--- src/rtl/scm_pkg.sv ---
// Shared types and helpers for the latch-based SCM store and its write sequencer.
package scm_pkg;

  typedef enum logic [1:0] {
    IDLE = 2'd0,
    RUN  = 2'd1,
    DONE = 2'd2
  } state_e;

  function automatic int unsigned scm_addr_width(input int unsigned depth);
    return (depth > 1) ? $clog2(depth) : 1;
  endfunction

endpackage

--- src/rtl/scm_write_streamer.sv ---
// Write-side sequencer for the SCM: takes a (base, len) command and a valid/ready beat
// stream, and drives the SCM write port with consecutive, wrapping addresses.
module scm_write_streamer
  import scm_pkg::*;
#(
  parameter int unsigned C             = 32,
  parameter int unsigned K             = 16,
  parameter int unsigned DataTypeWidth = 16,
  parameter int unsigned WaddrLag      = 1,
  localparam int unsigned Depth        = C * K,
  localparam int unsigned AddrWidth    = scm_addr_width(Depth),
  localparam int unsigned LenWidth     = AddrWidth + 1
) (
  input  logic                     clk_i,
  input  logic                     rst_i,
  input  logic                     cmd_valid_i,
  output logic                     cmd_ready_o,
  input  logic [AddrWidth-1:0]     cmd_base_i,
  input  logic [LenWidth-1:0]      cmd_len_i,
  input  logic                     in_valid_i,
  output logic                     in_ready_o,
  input  logic [DataTypeWidth-1:0] in_data_i,
  output logic [AddrWidth-1:0]     scm_waddr_o,
  output logic [DataTypeWidth-1:0] scm_wdata_o,
  output logic                     scm_we_o,
  output logic                     busy_o,
  output logic                     done_o
);

  if ((Depth & (Depth - 1)) != 0) begin : g_depth_check
    $error("scm_write_streamer: Depth must be a power of two");
  end

  state_e                   state_q, state_d;
  logic [AddrWidth-1:0]     addr_q, addr_d;
  logic [LenWidth-1:0]      rem_q, rem_d;
  logic [AddrWidth-1:0]     issue_addr_q, issue_addr_d;
  logic [AddrWidth-1:0]     waddr_lag_q, waddr_lag_d;
  logic [DataTypeWidth-1:0] wdata_q, wdata_d;
  logic                     we_q, we_d;
  logic                     cmd_ready_q, cmd_ready_d;
  logic                     in_ready_q, in_ready_d;
  logic                     busy_q, busy_d;
  logic                     done_q, done_d;
  logic                     beat_c;

  // in_ready_q is only ever set while in RUN, so it alone qualifies a beat.
  assign beat_c = in_valid_i & in_ready_q;

  // State register.
  always_ff @(posedge clk_i) begin
    if (rst_i) begin
      state_q <= IDLE;
    end else begin
      state_q <= state_d;
    end
  end

  // Next state, counters and registered-output next values.
  always_comb begin
    state_d      = state_q;
    addr_d       = addr_q;
    rem_d        = rem_q;
    issue_addr_d = issue_addr_q;
    wdata_d      = wdata_q;
    we_d         = 1'b0;
    waddr_lag_d  = we_q ? issue_addr_q : waddr_lag_q;

    unique case (state_q)
      IDLE: begin
        if (cmd_valid_i && cmd_ready_q) begin
          addr_d  = cmd_base_i;
          rem_d   = cmd_len_i;
          state_d = (cmd_len_i == '0) ? DONE : RUN;
        end
      end
      RUN: begin
        if (beat_c) begin
          we_d         = 1'b1;
          wdata_d      = in_data_i;
          issue_addr_d = addr_q;
          addr_d       = addr_q + AddrWidth'(1);
          rem_d        = rem_q - LenWidth'(1);
        end
        // One drain cycle after the last beat so DONE lines up with the lagged address.
        if (rem_q == '0) begin
          state_d = DONE;
        end
      end
      DONE: begin
        state_d = IDLE;
      end
      default: begin
        state_d = IDLE;
      end
    endcase

    cmd_ready_d = (state_d == IDLE);
    in_ready_d  = (state_d == RUN) && (rem_d != '0);
    busy_d      = (state_d != IDLE);
    done_d      = (state_d == DONE);
  end

  // Datapath and output registers.
  always_ff @(posedge clk_i) begin
    if (rst_i) begin
      addr_q       <= '0;
      rem_q        <= '0;
      issue_addr_q <= '0;
      waddr_lag_q  <= '0;
      wdata_q      <= '0;
      we_q         <= 1'b0;
      cmd_ready_q  <= 1'b0;
      in_ready_q   <= 1'b0;
      busy_q       <= 1'b0;
      done_q       <= 1'b0;
    end else begin
      addr_q       <= addr_d;
      rem_q        <= rem_d;
      issue_addr_q <= issue_addr_d;
      waddr_lag_q  <= waddr_lag_d;
      wdata_q      <= wdata_d;
      we_q         <= we_d;
      cmd_ready_q  <= cmd_ready_d;
      in_ready_q   <= in_ready_d;
      busy_q       <= busy_d;
      done_q       <= done_d;
    end
  end

  if (WaddrLag != 0) begin : g_waddr_lag
    assign scm_waddr_o = waddr_lag_q;
  end else begin : g_waddr_now
    assign scm_waddr_o = issue_addr_q;
  end

  assign scm_wdata_o = wdata_q;
  assign scm_we_o    = we_q;
  assign cmd_ready_o = cmd_ready_q;
  assign in_ready_o  = in_ready_q;
  assign busy_o      = busy_q;
  assign done_o      = done_q;

endmodule

--- config.mk ---
export PLATFORM = sky130hd
export DESIGN_NAME = scm_write_streamer
export DESIGN_NICKNAME = d
export VERILOG_FILES = /design/src/rtl/scm_pkg.sv /design/src/rtl/scm_write_streamer.sv
export SDC_FILE = /design/constraint.sdc
export NUM_CORES = 1
export LEC_CHECK = 0
export BUFFER_PORTS_ARGS = -buffer_cell sky130_fd_sc_hd__buf_2
export CAP_MARGIN = 20
export CORE_ASPECT_RATIO = 1.5
export CORE_UTILIZATION = 30
export CTS_CLUSTER_DIAMETER = 100
export CTS_CLUSTER_SIZE = 10
export DETAILED_ROUTE_END_ITERATION = 10
export PLACE_DENSITY = 0.54
export RECOVER_POWER = 100
export SYNTH_ARGS = -nofsm -noshare
export SYNTH_HDL_FRONTEND = slang
export SYNTH_SLANG_ARGS = --single-unit
--- constraint.sdc ---
create_clock -name clk_i -period 1.9 [get_ports clk_i]
set_input_delay 0.19 -clock clk_i [delete_from_list [all_inputs] [get_ports clk_i]]
set_output_delay 0.19 -clock clk_i [all_outputs]
set_load 0.1 [all_outputs]
== Word-level counts from Yosys, hierarchy flattened ==
Cells that the tools add are included.
Widths: inputs -> output; s select.
Storage, ports and cells
  bits in registers: 60
  bits in latches: 0
  memory bits (writable): 0
  ROM bits: 0
  bits of input ports: 39
  output and inout port bits: 30
  logic and storage cells: 43
  memories: 0
Operators by class
  add/subtract/negate cells: 2
  multiply operators: 0
  div/mod/pow operators: 0
  $lt $le $gt $ge: 0
  eq/ne operators: 5
  shift-type cells: 0
  mux-type cells: 11
  bitwise logic cells: 2
  reduce and logical (&&, ||, !) cells: 12
Operators with widths (number)
  $logic_not 10->1: 2
  $mux 10: 2
  $pmux 10 s2: 1
  $mux 9: 2
  $pmux 9 s2: 1
  $reduce_bool 10->1: 1
  $sub 10x1->10 const B: 1
  $add 9x1->9 const B: 1
  $mux 2: 3
  $eq 2x1->1 const B: 2
  $logic_not 2->1: 2
  $ne 2x2->1 const B: 2
  $pmux 2 s2: 1
  $reduce_bool 2->1: 2
  $reduce_and 3->1: 1
  $eq 2x2->1 const B: 1
  $logic_and 1x1->1: 2
  $reduce_and 2->1: 1
  $reduce_or 2->1: 1
  $and 1x1->1: 1
  $mux 1: 1
  $not 1->1: 1

== Logic depth before layout (Yosys ltp) ==
Gate-level depths: netlist of the first run.
  word-level depth: 6
  depth in mapped cells: 8

== Least setup slack after synthesis of the first run ==
No wires, ideal clock.
  path type: flip-flop to flip-flop
  start point: register in_ready_q (netlist: in_ready_o)
  end point: register in_ready_q (netlist: in_ready_o)
  library setup time: 0.140 ns
  arrival time: 2.236 ns
  data required time: 1.760 ns
  path slack: -0.476 ns
  cell stages (with the launch flop): 6
  buffers on the path: 0
  period minus slack after synthesis: 2.376 ns
  path through: dfxtp_1 -> nand2_1 -> nor4_1 -> mux2i_1 -> a2111oi_0 -> a41oi_1
On the way
  longest elaborated chain between the ends: 5
Ends and longest elaborated chain
  from (decl): line scm_write_streamer.sv:42  | logic in_ready_q, in_ready_d;
  from (signal assigned): line scm_write_streamer.sv:125  | in_ready_q <= in_ready_d;
  $and 1x1->1: line scm_write_streamer.sv:48  | assign beat_c = in_valid_i & in_ready_q;
  $mux 10: line scm_write_streamer.sv:78  | if (beat_c) begin
  $pmux 10 s2: line scm_write_streamer.sv:69  | unique case (state_q)
  $reduce_bool 10->1: line scm_write_streamer.sv:99  | in_ready_d = (state_d == RUN) && (rem_d != '0);
  $logic_and 1x1->1: line scm_write_streamer.sv:99
Every way passes these cells.
A chain may end at the register's enable or synchronous reset.

== Final worst setup path of the first run ==
  start point: register rem_q[6]
  end point: register in_ready_q (netlist: in_ready_o)
On the way
  longest elaborated chain between the ends: 5
  elaborated cells between the ends (all ways): 10
  those cells by class: 1 x add/sub; 1 x eq/ne; 5 x mux; 3 x reduce/logical
Ends and longest elaborated chain
  from (decl): line scm_write_streamer.sv:36  | logic [LenWidth-1:0] rem_q, rem_d;
  from (signal assigned): line scm_write_streamer.sv:119  | rem_q <= rem_d;
  $sub 10x1->10 or $logic_not 10->1 (tied branches): line scm_write_streamer.sv:83, scm_write_streamer.sv:86
  $mux 10 or $mux 2 (tied branches): line scm_write_streamer.sv:78, scm_write_streamer.sv:86
  $pmux 10 s2 or $pmux 2 s2 (tied branches): line scm_write_streamer.sv:69
  $reduce_bool 10->1 or $eq 2x1->1 (tied branches): line scm_write_streamer.sv:99
  $logic_and 1x1->1 (*): line scm_write_streamer.sv:99
Mark *: on every way between the ends. The rest lies on a longest branch, timed or not.

==> reports/qor.txt, run 1 <==
fmax: 526 MHz
drt pass-1 iters: 4
final slew viol count: 0
GRT Total Usage: 16.9%
gr ovfl total: 0
Setup violations, final: 0
final core occ: 42.8%
Post-synth EDFFs: 0
slowest stage cell on the critical path: or4_4
Sw Share: 25.6%
worst hold slack: 0.103 ns
slowest stage delay, CP: 0.55 ns
vias in the first global route: 2475
first-pass GRT wire length: 11800 um
global routing's busiest layer: met2
critical path arrival: 2.13 ns
final non-filler cell total: 515
met3 GRT Util: 4.45%
initial drt markers: 138
met2 usage: 30.2%
clock share of power: 46.1%
count leader, synth: nand2_1
Die Wd: 78.4 um
Period minus WS final: 1.90 ns
final RePlAce weighted congestion: 0.915
RSZ-0062 raised after global routing: yes
clk buf depth: 2
crit-path cells: or4_4, buf_6, or3_4, o221ai_2, a2111oi_2, a41oi_1
Net Count, Synth: 356
Worst Skew: 0.00688 ns
Starting Density: 31.0%
diodes inserted: 0
Syn Inst Count: 315
area leader, netlist: dfxtp_1
clock-pin slew on the worst setup and hold paths: 0.05 ns
Multi-input gate area: 1380 um2
final hold vios: 0
row count: 41
worst rel slew slack: 63.5%
Mean Syn Cell Area: 8.33 um2
worst-margin pin slew: 0.551 ns
Post-synth top cells: nand2_1, dfxtp_1, a21oi_1, nor2_1, clkbuf_1
FFs w/ async S/R, synth: 0%
total power: 3.60 mW
yosys warns: 0
fin crit share: 100%
Reg area: 1210 um2
pwr dens: 993 nW/um2
pin count of the biggest net entering global routing: 42
Skew-Pair Late Insertion Delay: 0.32 ns
internal power: 2.68 mW
Leak: 1.45 nW
R2R setup slack: 0.0001 ns
flops & latches, synth: 60
Req. time, crit path: 2.13 ns
Synth cell types: 55
TritonCTS buffer count: 9
CTS H-tree depth: 3
Peak VDD IR: 470 uV
layout filler cell count: 882
CTS Root Cell: clkbuf_16
Main synth FF type: dfxtp_1
Die Area: 9140 um2
Area growth syn-to-layout: 38.1%
core box area: 8460 um2
initial antenna violation count: 0
placed cells: 499
met1 Use GR: 18.7%
Synth top area share: 45.8%
Post-route DRC: 0
final wirelength: 7200 um
clk sinks: 60
DR vias/cell: 4.94
mapped cell area: 2630 um2
postcts setup bufs: 0
DP HPWL: 5320 um
CTS tree: built
Max-Cap Viols: 0
Setup CP Type: flop to flop
Synth area leaders: dfxtp_1, nand2_1, a21oi_1, mux2i_1, nor2_1
combinational power share: 16.3%
# IOs: 69
status: complete, no violations
layout cell share with drive strength beyond 1: 32.4%
Seq pwr share: 37.6%
Die H: 117 um
setup_tns: 0 ns
CP max FO: 4
remaining antenna violation count: 0
IO Port Bufs: 68
vias after detailed routing: 2546
Worst setup SP type: flop
Seq/Total Area, Yosys: 45.8%
WL/cell: 14.0 um
Tightest Hold Check Type: primary input to flop
CTS Hold Buffers Added: 0
crit end category: flop
Nets: 444
Net Sw Power: 0.920 mW
## stage by stage
step,area [um2],setup WS [ns]
after floorplan,2640,0.0246
after global placement,3260,-0.0225
after detailed placement,3260,-0.0762
after CTS,3610,0.00513
after global routing,3630,-0.0683
final,3630,0.0000961
## sequential cells by signal (all words and copies together) (netlist names)
name,count
state_q,2
scm_we_o,1
busy_o,1
addr_q,9
scm_wdata_o,16
scm_waddr_o,9
done_o,1
issue_addr_q,9
in_ready_o,1
cmd_ready_o,1
rem_q,10
## worst paths after layout
kind                            cells after the start                      endpoint                    startpoint
worst max register to register                      6         in_ready_o$_SDFF_PP0_           rem_q[6]$_SDFF_PP0_
worst min-delay path                                3   scm_wdata_o[1]$_SDFFE_PP0P_                  in_data_i[1]
worst min register to register                      2  scm_wdata_o[12]$_SDFFE_PP0P_  scm_wdata_o[12]$_SDFFE_PP0P_
worst max-delay path                                6         in_ready_o$_SDFF_PP0_           rem_q[6]$_SDFF_PP0_
## cells by family after synthesis
logic type / count (synthesis) / share of synthesized area (%)
xor gates and xnor gates: 1 / 0.334
AOI/OAI and AO/OA: 82 / 19.5
buffers and inverters: 26 / 4.53
and+or+nand+nor: 134 / 25.1
DFF: 60 / 45.8
adders and majority gates: 2 / 0.953
muxes: 10 / 3.81
## placed cells by master (no fill, tap or decap), drive strengths merged, types with 7 or more instances in the layout
master | synthesis | routed
dfxtp | 60 | 60
clkbuf | 12 | 46
a21oi | 38 | 38
o21ai | 7 | 7
nand2 | 65 | 65
nor2 | 23 | 23
buf | 9 | 64
mux2i | 10 | 10
nor3 | 8 | 8
## repair_timing
action,4_1_cts,5_1_grt
resized for setup,8,5
endpoints found under the setup margin,2,3
hold endpoints to repair,0,0
pin swaps,4,4
## worst max-delay path, delay by kind of cell, from the launching register on
| kind | cells | cell delay, ns |
|---|---|---|
| and+or+nand+nor | 2 | 0.87 |
| DFF | 1 | 0.31 |
| AOI/OAI and AO/OA | 3 | 0.49 |
| buffers and inverters | 1 | 0.15 |
## area by class of cell
cell class	count	share of cell area (%)
clock buffer	12	7.38
clock inverter	4	1.24
inverter	5	0.518
multi-input combinational	229	38.2
sequential	60	33.3
tap	107	3.69
timing repair buffer	98	15.7
## per-layer routing
metal  share of wire, %  vias to the layer above
met3                3.0                       12
met2                 53                       49
li1                   -                     1304
met4                1.9                        0
met5                  0                        -
met1                 42                     1181
## power by group through the flow
stage / Combinational, mW / Clock [mW] / Sequential, mW
final: 0.586 / 1.66 / 1.35
after global routing: 0.636 / 1.77 / 1.36
after CTS: 0.566 / 1.71 / 1.35
after detailed placement: 0.542 / 0 / 1.38
after global placement: 0.539 / 0 / 1.38
after floorplan: 0.272 / 0 / 1.44
(Power assumes the default switching activity.)
==> run 2, diff against run 1 <==
--- a/config.mk
+++ b/config.mk
@@ -5,6 +5,7 @@
 export SDC_FILE = /design/constraint.sdc
 export NUM_CORES = 1
 export LEC_CHECK = 0
+export ABC_AREA = 1
 export BUFFER_PORTS_ARGS = -buffer_cell sky130_fd_sc_hd__buf_2
 export CAP_MARGIN = 20
 export CORE_ASPECT_RATIO = 1.5
==> run 2 against run 1 <==
Cell count grew 14%. First-iteration DRC count fell by 43%. Sequential share of layout area shrank 0.12 points. Cell area about the same. Area after synthesis up 6.7%.
==> reports/qor.txt, run 2 <==
Reg area: 1200 um2
# IOs: 69
Setup violations, final: 0
diodes inserted: 0
count leader, synth: nor2_1
pwr dens: 1090 nW/um2
Skew-Pair Late Insertion Delay: 0.33 ns
Peak VDD IR: 540 uV
pin count of the biggest net entering global routing: 31
max reg flops: 16
Synth top area share: 42.9%
Setup CP Type: flop to flop
setup_tns: 0 ns
Seq/Total Area, Yosys: 42.9%
Synth cell types: 38
final wirelength: 7520 um
Req. time, crit path: 2.11 ns
layout filler cell count: 972
Post-synth EDFFs: 0
IO Port Bufs: 68
postcts setup bufs: 0
flops & latches, synth: 60
Die Wd: 80.9 um
row count: 42
Main synth FF type: dfxtp_1
TritonCTS buffer count: 9
gr ovfl total: 0
area leader, netlist: dfxtp_1
Max-Cap Viols: 0
Post-route DRC: 0
FFs w/ async S/R, synth: 0%
first-pass GRT wire length: 12400 um
worst-margin pin slew: 0.548 ns
initial drt markers: 79
Net Count, Synth: 437
Worst Skew: 0.00254 ns
critical path arrival: 1.96 ns
Tightest Hold Check Type: primary input to flop
commonest non-fill, non-tap cell in the layout: nor2_1
CTS tree: built
most frequent cells in the layout: nor2_1, nand2_1, dfxtp_1
core box area: 8930 um2
Synth area leaders: dfxtp_1, nor2_1, nand2_1, o21ai_0, a21oi_1
Mean Syn Cell Area: 7.07 um2
Area growth syn-to-layout: 29.3%
Starting Density: 31.4%
CP top delay family: flip-flops
CTS Root Cell: clkbuf_16
Leak: 1.75 nW
final core occ: 40.6%
slowest stage cell on the critical path: dfxtp_1
Syn Inst Count: 396
fmax: 569 MHz
WL/cell: 12.9 um
worst path buffer plus inverter count: 2
clk sinks: 60
status: complete, no violations
final RePlAce weighted congestion: 0.836
clock-pin slew on the worst setup and hold paths: 0.05 ns
GRT Total Usage: 16.6%
yosys warns: 0
CTS Hold Buffers Added: 0
CP max FO: 15
final setup margin: 0.144 ns
Post-synth top cells: nor2_1, nand2_1, dfxtp_1, o21ai_0, a21oi_1
slowest stage delay, CP: 0.59 ns
initial antenna violation count: 0
remaining antenna violation count: 0
worst hold slack: 0.0860 ns
vias in the first global route: 2659
fin area: 3620 um2
layout cell share with drive strength beyond 1: 24.0%
crit-path cells: buf_4, nor2_8, clkbuf_2, or2_2, a21oi_1, a211oi_1
clk buf depth: 2
Nets: 511
Multi-input gate area: 1420 um2
crit end category: flop
worst rel slew slack: 63.6%
mapped cell area: 2800 um2
post-cts gate resize count: 0
Worst setup SP type: flop
Die Area: 9740 um2
RSZ-0062 raised after global routing: no
vias after detailed routing: 2801
drt pass-1 iters: 5
Period minus WS final: 1.76 ns
Placed Area: 3270 um2
pre-CTS WS: 0.132 ns
DR vias/cell: 4.79
fin crit share: 92.4%
DP HPWL: 5470 um
final hold vios: 0
Die H: 120 um
CTS H-tree depth: 3
final slew viol count: 0
==> run 2: changes by cell type in the layout (fill, tap and decap cells not counted), sizes merged, moves of 5 or more <==
cell   previous run  this run
a21oi            38        26
buf              64        45
inv               5        23
mux2i            10         0
nand2            65        77
nand3             4        20
nor2             23       102
nor2b             5         0
nor3              8         0
o21ai             7        51
o22ai             6         1
or4               5         0
==> run 2: worst paths after layout <==
kind / from / endpoint / slack (ns) / cells after the start
worst min register to register: addr_q[7]$_SDFFE_PP0P_ / addr_q[7]$_SDFFE_PP0P_ / 0.46 / 2
worst max register to register: state_q[1]$_SDFF_PP0_ / addr_q[8]$_SDFFE_PP0P_ / 0.14 / 6
worst max-delay path: state_q[1]$_SDFF_PP0_ / addr_q[8]$_SDFFE_PP0P_ / 0.14 / 6
worst min-delay path: in_data_i[13] / scm_wdata_o[13]$_SDFFE_PP0P_ / 0.09 / 3
==> run 2: power by group <==
group	switching [mW]	internal (mW)
combinational	0.397	0.179
clock	0.557	1.45
sequential	0.0565	1.32
total	1.01	2.95
==> run 2: final cells by class <==
class | count | area share (%)
multi-input cells | 298 | 39.3
flip-flops and latches | 60 | 33.2
repair buffers | 77 | 11.1
clock buffers | 12 | 6.80
well taps | 110 | 3.80
clock inverters | 4 | 3.31
inverters | 24 | 2.49
==> run 2: tightest hold or removal path, delay by kind of cell <==
family	cells	cell delay, ns
buffers and inverters	1	0.07
AND/OR/NAND/NOR	2	0.11
==> run 2: cells by family (layout without fill, tap and decap cells) <==
family,Yosys count,count (layout),share of synthesized area (%)
xor gates and xnor gates,2,2,0.625
DFF,60,60,42.9
adders and majority gates,2,2,0.893
AOI/OAI and AO/OA,88,88,16.7
buffers and inverters,39,117,6.34
and+or+nand+nor,205,206,32.5
==> run 2: routing by layer <==
layer	vias to the layer above	wire [um]	global-route usage, %
met5	-	0	0
met4	0	95	7.70
met3	8	380	3.70
met2	85	3870	27.8
met1	1267	3180	19.8
li1	1441	-	-
==> run 2: metrics by stage <==
step / power, mW / instances
after floorplan: 1.81 / 396
final: 3.96 / 585
after global routing: 4.12 / 585
after CTS: 4.00 / 584
after global placement: 1.98 / 568
after detailed placement: 1.98 / 568
